## src/rtl/iwrite_controller.sv

```systemverilog
// Producer side of the activation ping-pong BRAMs: spreads an input word stream
// round-robin over the banks and publishes per-bank {half, count} write pointers.
module iwrite_controller #(
  parameter int NUM_BANKS   = 4,
  parameter int WRITE_WIDTH = 64,
  parameter int WRITE_DEPTH = 512,
  parameter int PARAM_WIDTH = 32
) (
  input  logic                                           clk,
  input  logic                                           rst_n,
  input  logic [PARAM_WIDTH-1:0]                         param_data,
  input  logic                                           param_valid,
  output logic                                           param_ready,
  input  logic [WRITE_WIDTH-1:0]                         act_in_data,
  input  logic                                           act_in_valid,
  output logic                                           act_in_ready,
  output logic [NUM_BANKS-1:0]                           enaA,
  output logic [NUM_BANKS-1:0]                           weA,
  output logic [$clog2(WRITE_DEPTH):0]                   addrA,
  output logic [WRITE_WIDTH-1:0]                         diA,
  output logic [NUM_BANKS-1:0][$clog2(WRITE_DEPTH):0]    write_addr_pingpong_data,
  input  logic                                           rd_release_valid,
  input  logic                                           rd_release_data,
  output logic                                           rd_release_ready,
  output logic                                           fill_done
);

  localparam int AW = $clog2(WRITE_DEPTH * NUM_BANKS);
  localparam int DW = $clog2(WRITE_DEPTH);
  localparam int CW = AW + 3;
  localparam int FW = 8;
  localparam int BW = (NUM_BANKS > 1) ? $clog2(NUM_BANKS) : 1;

  typedef enum logic [1:0] {IDLE, PARAM_READ, WRITE, WAIT_BUF} state_t;

  state_t                        r_state, w_next_state;
  logic [CW-1:0]                 r_words_per_fill, r_word_cnt;
  logic [FW-1:0]                 r_num_fills, r_fill_cnt;
  logic [BW-1:0]                 r_bank_idx, w_bank_idx_next;
  logic [NUM_BANKS-1:0][DW-1:0]  r_bank_addr;
  logic                          r_pp;
  logic [1:0]                    r_buf_full, w_buf_full_next;
  logic                          r_rel_ready, r_fill_done;
  logic [NUM_BANKS-1:0]          r_ena, w_bank_onehot;
  logic [DW:0]                   r_addr;
  logic [WRITE_WIDTH-1:0]        r_di;
  logic                          r_wr_en, r_wr_last;
  logic [BW-1:0]                 r_wr_bank;
  logic                          r_inc_en, r_inc_last, r_inc_pp;
  logic [BW-1:0]                 r_inc_bank;
  logic [NUM_BANKS-1:0][DW:0]    r_ptr;
  logic                          w_accept, w_fill_end, w_last_fill, w_param_hs, w_release;
  logic                          w_unused_param;

  assign w_unused_param  = ^param_data[PARAM_WIDTH-1:AW+11];

  assign param_ready     = (r_state == PARAM_READ);
  assign act_in_ready    = (r_state == WRITE) && !r_buf_full[r_pp];
  assign rd_release_ready = r_rel_ready;
  assign fill_done       = r_fill_done;
  assign enaA            = r_ena;
  assign weA             = r_ena;
  assign addrA           = r_addr;
  assign diA             = r_di;
  assign write_addr_pingpong_data = r_ptr;

  assign w_param_hs      = param_valid && param_ready;
  assign w_accept        = act_in_valid && act_in_ready;
  assign w_release       = rd_release_valid && r_rel_ready;
  assign w_fill_end      = w_accept && (r_word_cnt == r_words_per_fill - CW'(1));
  assign w_last_fill     = w_fill_end && (r_fill_cnt == r_num_fills - FW'(1));
  assign w_bank_onehot   = NUM_BANKS'(1) << r_bank_idx;
  assign w_bank_idx_next = (r_bank_idx == BW'(NUM_BANKS - 1)) ? '0 : r_bank_idx + BW'(1);

  // A fill completing on a half wins over a release of that same half.
  always_comb begin
    w_buf_full_next = r_buf_full;
    if (w_release)  w_buf_full_next[rd_release_data] = 1'b0;
    if (w_fill_end) w_buf_full_next[r_pp] = 1'b1;
  end

  always_comb begin
    w_next_state = r_state;
    case (r_state)
      IDLE:       w_next_state = PARAM_READ;
      PARAM_READ: if (w_param_hs) w_next_state = WRITE;
      WRITE: begin
        if (w_last_fill)           w_next_state = IDLE;
        else if (r_buf_full[r_pp]) w_next_state = WAIT_BUF;
      end
      WAIT_BUF:   if (!r_buf_full[r_pp]) w_next_state = WRITE;
      default:    w_next_state = IDLE;
    endcase
  end

  always_ff @(posedge clk or negedge rst_n) begin
    if (!rst_n) r_state <= IDLE;
    else        r_state <= w_next_state;
  end

  always_ff @(posedge clk or negedge rst_n) begin
    if (!rst_n) begin
      r_rel_ready      <= 1'b0;
      r_buf_full       <= 2'b00;
      r_fill_done      <= 1'b0;
      r_wr_en          <= 1'b0;
      r_ena            <= '0;
      r_words_per_fill <= '0;
      r_num_fills      <= '0;
      r_word_cnt       <= '0;
      r_bank_idx       <= '0;
      r_fill_cnt       <= '0;
      r_bank_addr      <= '0;
      r_pp             <= 1'b0;
      r_wr_bank        <= '0;
      r_wr_last        <= 1'b0;
      r_addr           <= '0;
      r_di             <= '0;
    end else begin
      r_rel_ready <= 1'b1;
      r_buf_full  <= w_buf_full_next;
      r_fill_done <= w_last_fill;
      r_wr_en     <= w_accept;
      r_ena       <= w_accept ? w_bank_onehot : '0;
      if (w_param_hs) begin
        r_words_per_fill <= param_data[AW+2:0];
        r_num_fills      <= param_data[AW+10:AW+3];
        r_word_cnt       <= '0;
        r_bank_idx       <= '0;
        r_fill_cnt       <= '0;
        r_bank_addr      <= '0;
      end else if (w_accept) begin
        r_wr_bank <= r_bank_idx;
        r_wr_last <= w_fill_end;
        r_addr    <= {r_bank_addr[r_bank_idx], r_pp};
        r_di      <= act_in_data;
        if (w_fill_end) begin
          r_word_cnt  <= '0;
          r_bank_idx  <= '0;
          r_bank_addr <= '0;
          r_pp        <= ~r_pp;
          r_fill_cnt  <= r_fill_cnt + FW'(1);
        end else begin
          r_word_cnt               <= r_word_cnt + CW'(1);
          r_bank_idx               <= w_bank_idx_next;
          r_bank_addr[r_bank_idx]  <= r_bank_addr[r_bank_idx] + DW'(1);
        end
      end
    end
  end

  // Pointers trail the BRAM write by one more stage so the reader never sees
  // a count for a word that has not yet landed in the array.
  always_ff @(posedge clk or negedge rst_n) begin
    if (!rst_n) begin
      r_inc_en   <= 1'b0;
      r_inc_last <= 1'b0;
      r_inc_pp   <= 1'b0;
      r_inc_bank <= '0;
      r_ptr      <= '0;
    end else begin
      r_inc_en   <= r_wr_en;
      r_inc_last <= r_wr_last;
      r_inc_bank <= r_wr_bank;
      r_inc_pp   <= r_pp;
      if (r_inc_en) begin
        for (int b = 0; b < NUM_BANKS; b++) begin
          if (r_inc_last)
            r_ptr[b] <= {r_inc_pp, {DW{1'b0}}};
          else if (BW'(b) == r_inc_bank)
            r_ptr[b][DW-1:0] <= r_ptr[b][DW-1:0] + DW'(1);
        end
      end
    end
  end

endmodule

```

## config.mk

```make
export PLATFORM = sky130hd
export DESIGN_NAME = iwrite_controller
export DESIGN_NICKNAME = d
export VERILOG_FILES = /design/src/rtl/iwrite_controller.sv
export SDC_FILE = /design/constraint.sdc
export NUM_CORES = 1
export LEC_CHECK = 0
export ABC_AREA = 1
export BUFFER_PORTS_ARGS = -buffer_cell sky130_fd_sc_hd__buf_2
export CAP_MARGIN = 20
export CORE_MARGIN = 1.5
export CORE_UTILIZATION = 59
export CTS_CLUSTER_SIZE = 20
export DETAILED_ROUTE_END_ITERATION = 6
export PLACE_DENSITY = 0.86
export SLEW_MARGIN = 20
export SYNTH_ARGS = -nofsm -noshare
export SYNTH_HDL_FRONTEND = slang
export SYNTH_SLANG_ARGS = --single-unit
```

## constraint.sdc

```tcl
create_clock -name clk -period 3.55 [get_ports clk]
set_input_delay 0.5325 -clock clk [delete_from_list [all_inputs] [get_ports clk]]
set_output_delay 0.5325 -clock clk [all_outputs]
set_load 0.01 [all_outputs]
```

==> impl_metrics.tcl <==
set metrics [dict create \
    status "completed" \
    period_needed_ns 2.99 \
    setup_violations 0 \
    yosys-top-cells-count "nand2_1, dfrtp_1, inv_1" \
    grt-ovfl-total 0 \
    clockBufferDepth 3 \
    drive_above_1_share 0.190 \
    rsz0062_at_grt "false" \
    rows 48 \
    ctsHoldBuffers 0 \
    min_path_type "in -> async" \
    yosysSeqAreaShare 0.514 \
    synth_area_per_cell_um2 7.97 \
    wl_per_cell_um 14.4 \
    netlist_top_cells_area "dfrtp_1, nand2_1, nand4_1, nand3_1, inv_1" \
    leakagePower_nw 6.71 \
    die_area_um2 18400 \
    drcViolationCount 0 \
    power_mw 8.57 \
    die_h_um 136 \
    synthesis.area_um2 10400 \
    synth_edf_count 0 \
    slew-limit-headroom 0.384 \
    end_kind "flop" \
    htreeDepth 1 \
    globalplace.congestion 0.899 \
    port-buffer-count 217 \
    dp_hpwl_mm 16.9 \
    root_buffer "clkbuf_16" \
    fin_util 0.715 \
    coreArea_um2 17200 \
    wirelength_mm 25.0 \
    antenna_found_initial 0 \
    cp_max_fo 35 \
    critical_path_class "reg -> reg" \
    arrival_ns 3.37 \
    fin_crit_sh 0.842 \
    hold_viol 0 \
    drt_iter0_markers 716 \
    yosysWarnings 0 \
    synthCells 1301 \
    synthArstFlopShare 1.00 \
    peakVddDrop_v 0.000489 \
    grt_pass1_vias 8992 \
    syn-num-nets 1416 \
    synth-seq-cells 213 \
    critical_path_required_ns 3.93 \
    path_clk_slew_ns 0.06 \
    grt_max_degree 94 \
    synth_area_leader_cell "dfrtp_1" \
    power.density_nw_per_um2 696 \
    yosysMostFrequentCell "nand2_1" \
    yosys.area.top_type_share 0.514 \
    synth_ff_type "dfrtp_1" \
    cts_setup_buffers 0 \
    initial_utilization 0.602 \
    fin_tns_setup_ns 0 \
    grt_use_total 0.274 \
    clock.fmax_mhz 335 \
    drtAntennaViolNets 0 \
    grt_pass1_wl_mm 41.3 \
    floorplan.die.width_um 136 \
    cp-start-kind "flop" \
    fill_cells 1292 \
    syn_to_final_growth_pct 18.7 \
    report.final.slew_viol_count 0 \
    cap_violations 0 \
    clkLatencyLatePin_ns 0.51 \
    max_slew.worst_pin.slew_ns 0.924 \
    skew_ns 0.0173 \
    drtPass1Iterations 6 \
    ctsResizeCount 0 \
    yosysUniqueCellTypes 39 \
    ioPinCount 228 \
    vias 9423 \
    avgViaCountPerCell 5.44 \
    cts_sinks 213 \
    cts_tree "done" \
    final_nets 1607 \
    antennaDiodeCount 0 \
    cts_buffers 23 \
]
[flip-flops by register name, indices dropped and copies added, names as in the netlist, 4 cells and up]
signal	flops
diA	64
write_addr_pingpong_data	37
r_bank_addr	36
r_word_cnt	14
r_words_per_fill	14
addrA	10
r_fill_cnt	8
r_num_fills	8
enaA	4
[cells by family (layout without fill, tap and decap cells)]
family                     Yosys count  count (layout)  share of synthesized area
DFF                                213             213                      0.514
buffers and inverters              165             372                     0.0677
xor gates and xnor gates            41              41                     0.0346
AOI/OAI and AO/OA                   87              87                     0.0446
other                                1               1                   0.000361
and+or+nand+nor                    780             780                      0.322
adders and majority gates           13              13                     0.0157
muxes                                1               1                   0.000965
[metrics by stage]
stage / instances / instance area, um2 / setup WS, ns / hold slack [ns]
5_1_grt: 1733 / 12300 / 0.298 / 0.0907
6_report: 1733 / 12300 / 0.561 / 0.0281
4_1_cts: 1733 / 12300 / 0.585 / 0.0680
2_1_floorplan: 1301 / 10400 / 1.54 / 0.237
3_3_place_gp: 1692 / 11500 / 0.710 / 0.339
3_5_place_dp: 1692 / 11500 / 0.638 / 0.340
[cell usage in the layout (no fill, tap or decap), drive strengths merged, types with 2 or more instances in the layout]
master  count
a211oi      2
a21oi      17
and2        2
and3        2
buf       227
bufinv      3
clkbuf     32
clkinv      6
dfrtp     213
ha         13
inv       103
nand2     492
nand3      74
nand3b      4
nand4      92
nor2       92
nor3       16
nor4        2
o21ai      60
o21bai      2
or2         3
xnor2      14
xor2       27
[final timing paths]
path	startpoint	to	slack [ns]	cells after the start
max reg2reg	r_words_per_fill[0]$_DFFE_PN0P_	r_bank_addr[33]$_DFFE_PN0P_	0.56	12
max in group asynchronous	rst_n	diA[60]$_DFFE_PN0P_	2.57	2
min in group clk	param_data[19]	r_num_fills[5]$_DFFE_PN0P_	0.21	3
min	rst_n	write_addr_pingpong_data[16]$_DFFE_PN0P_	0.03	1
max	r_words_per_fill[0]$_DFFE_PN0P_	r_bank_addr[33]$_DFFE_PN0P_	0.56	12
min reg2reg	r_wr_en$_DFF_PN0_	r_inc_en$_DFF_PN0_	0.35	0
[cell type report]
cell class | count | area [um2] | share of cell area
Inverter | 103 | 387 | 0.0314
Clock inverter | 10 | 128 | 0.0104
Multi-Input combinational cell | 923 | 4350 | 0.353
Tap cell | 225 | 282 | 0.0229
Sequential cell | 213 | 5330 | 0.433
Timing Repair Buffer | 228 | 1200 | 0.0976
Clock buffer | 31 | 646 | 0.0524
[critical path: stages (launching register included)]
cell and delay [ns]:
dfrtp_1 0.39, inv_1 0.12, ha_1 0.19, nand3_1 0.15, nor2_2 0.23, nand3b_1 0.10
nand2_1 0.10, nand2_1 0.07, nor2_2 0.23, nand3_2 0.63, buf_4 0.47, nand4_1 0.10
nand2_1 0.07
[layer usage]
| metal | routed length (um) | GRT usage |
|---|---|---|
| met1 | 10300 | 0.351 |
| met2 | 12500 | 0.482 |
| met3 | 1830 | 0.0527 |
| met4 | 341 | 0.0615 |
| met5 | 0 | 0 |
[power by group]
group,switching (mW),internal (mW),leakage (nW)
sequential,0.519,3.01,2.70
combinational,1.67,0.932,3.63
clock,0.956,1.49,0.383
total,3.14,5.43,6.71
(Power assumes the default switching activity.)
